### src/rtl/seq_divider_8bit_pkg.sv
// seq_divider_8bit_pkg: shared types and constants for the sequential divider
//   div_state_t       : FSM states IDLE / CALC / DONE
//   DIV_WIDTH_DEFAULT : default operand width
//   DIV_CNT_W_DEFAULT : step-counter width matching the default operand width
package div_pkg;
    typedef enum logic [1:0] {IDLE, CALC, DONE} div_state_t;
    localparam int DIV_WIDTH_DEFAULT = 8;
    localparam int DIV_CNT_W_DEFAULT = $clog2(DIV_WIDTH_DEFAULT);
endpackage

### src/rtl/seq_divider_8bit_if.sv
// seq_divider_8bit_if: request/result bundle of the sequential divider
//   start, dividend, divisor                          : requester -> divider
//   busy, done, quotient, remainder, div_by_zero      : divider -> requester
//   modport master : requester side, modport slave : divider side
interface seq_divider_8bit_if import div_pkg::*; #(parameter int WIDTH = DIV_WIDTH_DEFAULT);
    logic             start;
    logic [WIDTH-1:0] dividend;
    logic [WIDTH-1:0] divisor;
    logic             busy;
    logic             done;
    logic [WIDTH-1:0] quotient;
    logic [WIDTH-1:0] remainder;
    logic             div_by_zero;
    modport master (
        output start, dividend, divisor,
        input  busy, done, quotient, remainder, div_by_zero
    );
    modport slave (
        input  start, dividend, divisor,
        output busy, done, quotient, remainder, div_by_zero
    );
endinterface

### src/rtl/seq_divider_8bit_step_counter.sv
// div_step_counter: iteration counter for the divider, saturating at WIDTH-1
//   clk, rst_n : clock, asynchronous active-low reset
//   clear      : synchronous return to zero (wins over enable)
//   enable     : advance by one per edge while below WIDTH-1
//   count      : current iteration index
//   last       : count == WIDTH-1, i.e. the current iteration is the final one
module div_step_counter import div_pkg::*; #(
    parameter int WIDTH = DIV_WIDTH_DEFAULT,
    parameter int CNT_W = DIV_CNT_W_DEFAULT
) (
    input  logic             clk,
    input  logic             rst_n,
    input  logic             clear,
    input  logic             enable,
    output logic [CNT_W-1:0] count,
    output logic             last
);
    assign last = count == CNT_W'(WIDTH - 1);

    always_ff @(posedge clk or negedge rst_n)
        if (!rst_n)
            count <= '0;
        else if (clear)
            count <= '0;
        else if (enable && !last)
            count <= count + CNT_W'(1);
endmodule

### src/rtl/seq_divider_8bit.sv
// seq_divider_8bit: restoring divider producing one quotient bit per clock
//   clk, rst_n : clock, asynchronous active-low reset
//   bus (slave): start/dividend/divisor in; busy/done/quotient/remainder/div_by_zero out
module seq_divider_8bit import div_pkg::*; #(
    parameter int WIDTH = DIV_WIDTH_DEFAULT,
    localparam int CNT_W = $clog2(WIDTH)
) (
    input  logic                clk,
    input  logic                rst_n,
    seq_divider_8bit_if.slave   bus
);
    div_state_t       state, state_nxt;
    logic [WIDTH-1:0] dreg, quo, q_r, r_r;
    logic [WIDTH:0]   prem, shifted, trial, step_r;
    logic [WIDTH-1:0] step_q;
    logic [CNT_W-1:0] step_cnt;
    logic             dbz_r, last, accept, div_zero;

    assign accept   = state == IDLE && bus.start;
    assign div_zero = bus.divisor == '0;

    div_step_counter #(.WIDTH(WIDTH), .CNT_W(CNT_W)) u_cnt (
        .clk    (clk),
        .rst_n  (rst_n),
        .clear  (accept),
        .enable (state == CALC),
        .count  (step_cnt),
        .last   (last)
    );

    // Partial remainder is WIDTH+1 bits so the trial subtraction's MSB is its sign.
    assign shifted = {prem[WIDTH-1:0], quo[WIDTH-1]};
    assign trial   = shifted - {1'b0, dreg};
    assign step_r  = trial[WIDTH] ? shifted : trial;
    assign step_q  = {quo[WIDTH-2:0], ~trial[WIDTH]};

    always_comb begin
        state_nxt = state;
        case (state)
            IDLE:    if (bus.start) state_nxt = div_zero ? DONE : CALC;
            CALC:    if (last) state_nxt = DONE;
            DONE:    state_nxt = IDLE;
            default: state_nxt = IDLE;
        endcase
    end

    // Results are loaded on the edge entering DONE so they are valid with done.
    always_ff @(posedge clk or negedge rst_n)
        if (!rst_n) begin
            state <= IDLE;
            dreg  <= '0;
            quo   <= '0;
            prem  <= '0;
            q_r   <= '0;
            r_r   <= '0;
            dbz_r <= 1'b0;
        end else begin
            state <= state_nxt;
            if (accept) begin
                dreg  <= bus.divisor;
                quo   <= bus.dividend;
                prem  <= '0;
                dbz_r <= div_zero;
                if (div_zero) begin
                    q_r <= '1;
                    r_r <= bus.dividend;
                end
            end else if (state == CALC) begin
                quo  <= step_q;
                prem <= step_r;
                if (last) begin
                    q_r <= step_q;
                    r_r <= step_r[WIDTH-1:0];
                end
            end
        end

    assign bus.busy        = state != IDLE;
    assign bus.done        = state == DONE;
    assign bus.quotient    = q_r;
    assign bus.remainder   = r_r;
    assign bus.div_by_zero = dbz_r;

    a_last_step: assert property (@(posedge clk) disable iff (!rst_n)
        (state == CALC && step_cnt == CNT_W'(WIDTH - 1)) |=> state == DONE);
endmodule
### src/flat_wrapper.sv
// flat-port wrapper written by rule: the top's interface ports become plain ports
module seq_divider_8bit_flat import div_pkg::*;
#(
    parameter int WIDTH = DIV_WIDTH_DEFAULT,
    localparam int CNT_W = $clog2(WIDTH)
)
  (clk, rst_n, bus_start, bus_dividend, bus_divisor, bus_busy, bus_done, bus_quotient, bus_remainder, bus_div_by_zero);
  seq_divider_8bit_if #(.WIDTH(WIDTH)) bus_i ();
  input  logic clk;
  input  logic rst_n;
  input wire logic [$bits(bus_i.start)-1:0] bus_start;
  input wire logic [$bits(bus_i.dividend)-1:0] bus_dividend;
  input wire logic [$bits(bus_i.divisor)-1:0] bus_divisor;
  output wire logic [$bits(bus_i.busy)-1:0] bus_busy;
  output wire logic [$bits(bus_i.done)-1:0] bus_done;
  output wire logic [$bits(bus_i.quotient)-1:0] bus_quotient;
  output wire logic [$bits(bus_i.remainder)-1:0] bus_remainder;
  output wire logic [$bits(bus_i.div_by_zero)-1:0] bus_div_by_zero;
  assign bus_i.start = bus_start;
  assign bus_i.dividend = bus_dividend;
  assign bus_i.divisor = bus_divisor;
  assign bus_busy = bus_i.busy;
  assign bus_done = bus_i.done;
  assign bus_quotient = bus_i.quotient;
  assign bus_remainder = bus_i.remainder;
  assign bus_div_by_zero = bus_i.div_by_zero;
  seq_divider_8bit #(.WIDTH(WIDTH)) u_core (.clk(clk), .rst_n(rst_n), .bus(bus_i));
endmodule
### config.mk
export PLATFORM = sky130hd
export DESIGN_NAME = seq_divider_8bit_flat
export DESIGN_NICKNAME = d
export VERILOG_FILES = /design/src/rtl/seq_divider_8bit_pkg.sv /design/src/rtl/seq_divider_8bit_if.sv /design/src/rtl/seq_divider_8bit_step_counter.sv /design/src/rtl/seq_divider_8bit.sv /design/src/flat_wrapper.sv
export SDC_FILE = /design/constraint.sdc
export NUM_CORES = 1
export LEC_CHECK = 0
export CORE_ASPECT_RATIO = 1.4
export CORE_MARGIN = 1
export CORE_UTILIZATION = 31
export CTS_BUF_LIST = sky130_fd_sc_hd__clkbuf_4 sky130_fd_sc_hd__clkbuf_8 sky130_fd_sc_hd__clkbuf_16
export CTS_CLUSTER_SIZE = 24
export DETAILED_ROUTE_END_ITERATION = 16
export PLACE_DENSITY = 0.56
export SYNTH_ARGS = -nofsm -noshare
export SYNTH_HDL_FRONTEND = slang
export SYNTH_SLANG_ARGS = --single-unit
### constraint.sdc
create_clock -name clk -period 2.8 [get_ports clk]
set_clock_uncertainty 0.2 [all_clocks]
set_input_delay 0.84 -clock clk [delete_from_list [all_inputs] [get_ports clk]]
set_output_delay 0.84 -clock clk [all_outputs]
set_load 0.05 [all_outputs]
==> flow_metrics.env <==
export IMPL_crit_path_cell_trace="inv_2 -> ha_2 -> inv_1 -> fa_2 -> a211oi_2 -> o21ai_2 -> o31ai_4 -> buf_6 -> xnor2_4 -> buf_6 -> mux2i_1 -> a21oi_1"
export IMPL_worstPathRequired_ns=2.78
export IMPL_pre_cts_ws_ns=-0.0106
export IMPL_antenna_found_initial=0
export IMPL_hp_class="flop to flop"
export IMPL_grt_overflow=0
export IMPL_dieWidth_um=76.6
export IMPL_grt_max_degree=47
export IMPL_hp_start="u_core.bus.div_by_zero"
export IMPL_h_tree_depth=2
export IMPL_rows=37
export IMPL_drtIter0Drc=80
export IMPL_hold_violations=0
export IMPL_holdPathEnd="u_core.bus.div_by_zero"
export IMPL_reg2reg_slack_ns=0.12
export IMPL_relSlewSlack=0.600
export IMPL_cap_violations=0
export IMPL_rsz0062_at_grt="false"
export IMPL_endpoint_kind="flop"
export IMPL_max_clock_freq_mhz=374
export IMPL_worst_pin_slew_ns=0.600
export IMPL_crit_top_cell="buf_6"
export IMPL_diodes=0
export IMPL_area_growth_pct=32.7
export IMPL_synth_fp_nets=272
export IMPL_r2r_end="u_core.prem[4]"
export IMPL_grt_pass1_vias=2025
export IMPL_reg2regPathDepth=12
export IMPL_avgSynthCellArea_um2=9.99
export IMPL_cpPeakStageDelay_ns=0.39
export IMPL_syn_area_um2=2420
export IMPL_ys_flop_type="dfrtp_1"
export IMPL_path_max_fanout=6
export IMPL_vias=2014
export IMPL_cp_num_buf_inv=4
export IMPL_critPathArrivalTime_ns=2.66
export IMPL_crit_family="compound AO/OA/AOI/OAI gates"
export IMPL_period_needed_ns=2.68
export IMPL_fin_ws_ns=0.124
export IMPL_final_area_um2=3210
export IMPL_cts_buffers=5
export IMPL_crit_type="flop to flop"
export IMPL_hold_depth=2
export IMPL_drtAntennaViolNets=0
export IMPL_post_route_util=0.430
export IMPL_grt_usage=0.157
export IMPL_grt_pass1_wl_mm=10.0
export IMPL_nNetsFinal=332
export IMPL_synth_edf_count=0
export IMPL_fin_crit_sh=0.956
export IMPL_yosysSeqAreaShare=0.476
export IMPL_yosys_warnings=0
export IMPL_place_gp_congestion=0.838
export IMPL_finalSetupTns_ns=0
export IMPL_synth_seq_cells=46
export IMPL_crit_start="u_core.quo[7]"
export IMPL_synth_cell_types=47
export IMPL_cpMaxStageDelayCell="dfrtp_1"
export IMPL_drv_slew=0
export IMPL_drive_above_1_share=0.175
export IMPL_startpoint_type="flop"
export IMPL_port_buffers=37
export IMPL_synthCells=242
export IMPL_r2r_start="u_core.quo[7]"
export IMPL_post_dp_cell_area_um2=3020
export IMPL_cts_buffer_depth=2
export IMPL_cts_tree="built"
export IMPL_start_util=0.324
export IMPL_core_area_um2=7450
export IMPL_drc=0
export IMPL_setup_violations=0
export IMPL_die_area_um2=8160
export IMPL_ios=38
export IMPL_wl_per_cell_um=15.3
export IMPL_die_h_um=106
export IMPL_cts_sinks=46
export IMPL_status="completed"
export IMPL_cts_root_buffer="clkbuf_8"
export IMPL_drt_total_wl_mm=6.11
export IMPL_vias_per_cell=5.04
export IMPL_dpl_hpwl_mm=4.51
export IMPL_clk_latency_ns=0.30
export IMPL_async_reset_ff_frac=1.00
export IMPL_drt_pass1_iterations=4
export IMPL_path_clk_slew_ns=0.09
timing repair:
action                     CTS  global route
gates cloned                 0             0
pin swaps                    5             5
hold endpoints to repair     0             0
resized for setup           11             2
setup endpoints to repair    6            14
hold buffers                 0             0
buffers inserted             3             1
cells in the final DEF (no fill, tap or decap), types with 3 or more instances in the layout:
cell type,n
a21oi_1,12
a22oi_1,9
a31oi_1,3
buf_4,21
buf_6,4
clkbuf_8,6
clkdlybuf4s50_1,36
dfrtp_1,46
ha_1,9
inv_1,16
mux2i_1,7
nand2_1,35
nand3_1,5
nor2_1,10
nor2b_1,3
o2111ai_1,6
o211ai_2,3
o21ai_0,21
o22a_1,7
xor2_1,4
Yosys cell counts, drive strengths merged (2+ instances only):
master	n	area, um2
nand2b	2	15.0
o221ai	2	17.5
a31oi	3	18.8
buf	4	25.0
o22a	7	61.3
and2	2	12.5
xor2	5	51.3
ha	10	125
xnor2	3	33.8
nand2	36	138
a21oi	12	60.1
nor2	10	37.5
a22oi	9	67.6
a22o	2	17.5
o21ai	23	119
clkbuf	5	18.8
nor4	2	12.5
a21o	2	16.3
o211ai	5	52.6
o2111ai	6	52.6
mux2i	8	80.1
dfrtp	46	1150
inv	17	63.8
nor2b	3	18.8
nand3	5	25.0
nor3	2	10.0
sequential cells by signal (all words and copies together), names as in the netlist:
signal	count
u_core.bus.quotient	8
u_core.bus.remainder	8
u_core.dreg	8
u_core.prem	8
u_core.quo	8
u_core.u_cnt.count	3
u_core.state	2
u_core.bus.div_by_zero	1
tightest hold or removal path: cells and delay by family (launching register included):
| kind | cells | cell delay (ns) |
|---|---|---|
| flops | 1 | 0.35 |
| compound gates | 1 | 0.06 |
| simple gates | 1 | 0.04 |
logic make-up (layout without fill, tap and decap cells):
family,count (synthesis),after routing,synth area share
AO/OA/AOI/OAI,76,76,0.224
XOR/XNOR,8,8,0.0352
adder cells (fa/ha/maj),11,11,0.0600
buffers and inverters,26,87,0.0445
flip-flops,46,46,0.476
multiplexers,9,9,0.0378
AND/OR/NAND/NOR,66,66,0.122
area by class of cell:
cell class | count | area, um2
Inverter | 17 | 63.8
Timing Repair Buffer | 62 | 568
Fill cell | 748 | 4250
Tap cell | 97 | 121
Clock buffer | 7 | 90.1
Sequential cell | 46 | 1150
Multi-Input combinational cell | 170 | 1210
Clock inverter | 1 | 5.00
worst max path at each step:
| stage | endpoint | slack (ns) | depth (start not counted) |
|---|---|---|---|
| 2_1_floorplan | u_core.prem[6] | 0.19 | 11 |
| 3_3_place_gp | u_core.bus.remainder[0] | 0.05 | 7 |
| 3_5_place_dp | u_core.prem[4] | -0.01 | 11 |
| 4_1_cts | u_core.bus.remainder[0] | 0.02 | 12 |
| 5_1_grt | u_core.prem[6] | 0.001 | 12 |
| 6_report | u_core.prem[4] | 0.12 | 12 |
per-stage QoR:
step | cells | hold WS [ns]
5_1_grt | 400 | 0.314
6_report | 400 | 0.282
4_1_cts | 399 | 0.293
3_3_place_gp | 388 | 0.267
3_5_place_dp | 388 | 0.273
2_1_floorplan | 242 | 0.250
per-layer routing:
metal	GRT usage	vias up	routed length [um]
li1	-	987	-
met1	0.184	987	2640
met2	0.292	34	3220
met3	0.0232	6	161
met4	0.0495	0	80
met5	0	-	0
Power is not shown: default switching activity piles up to over one toggle a cycle in this logic, so the estimate is an artifact.
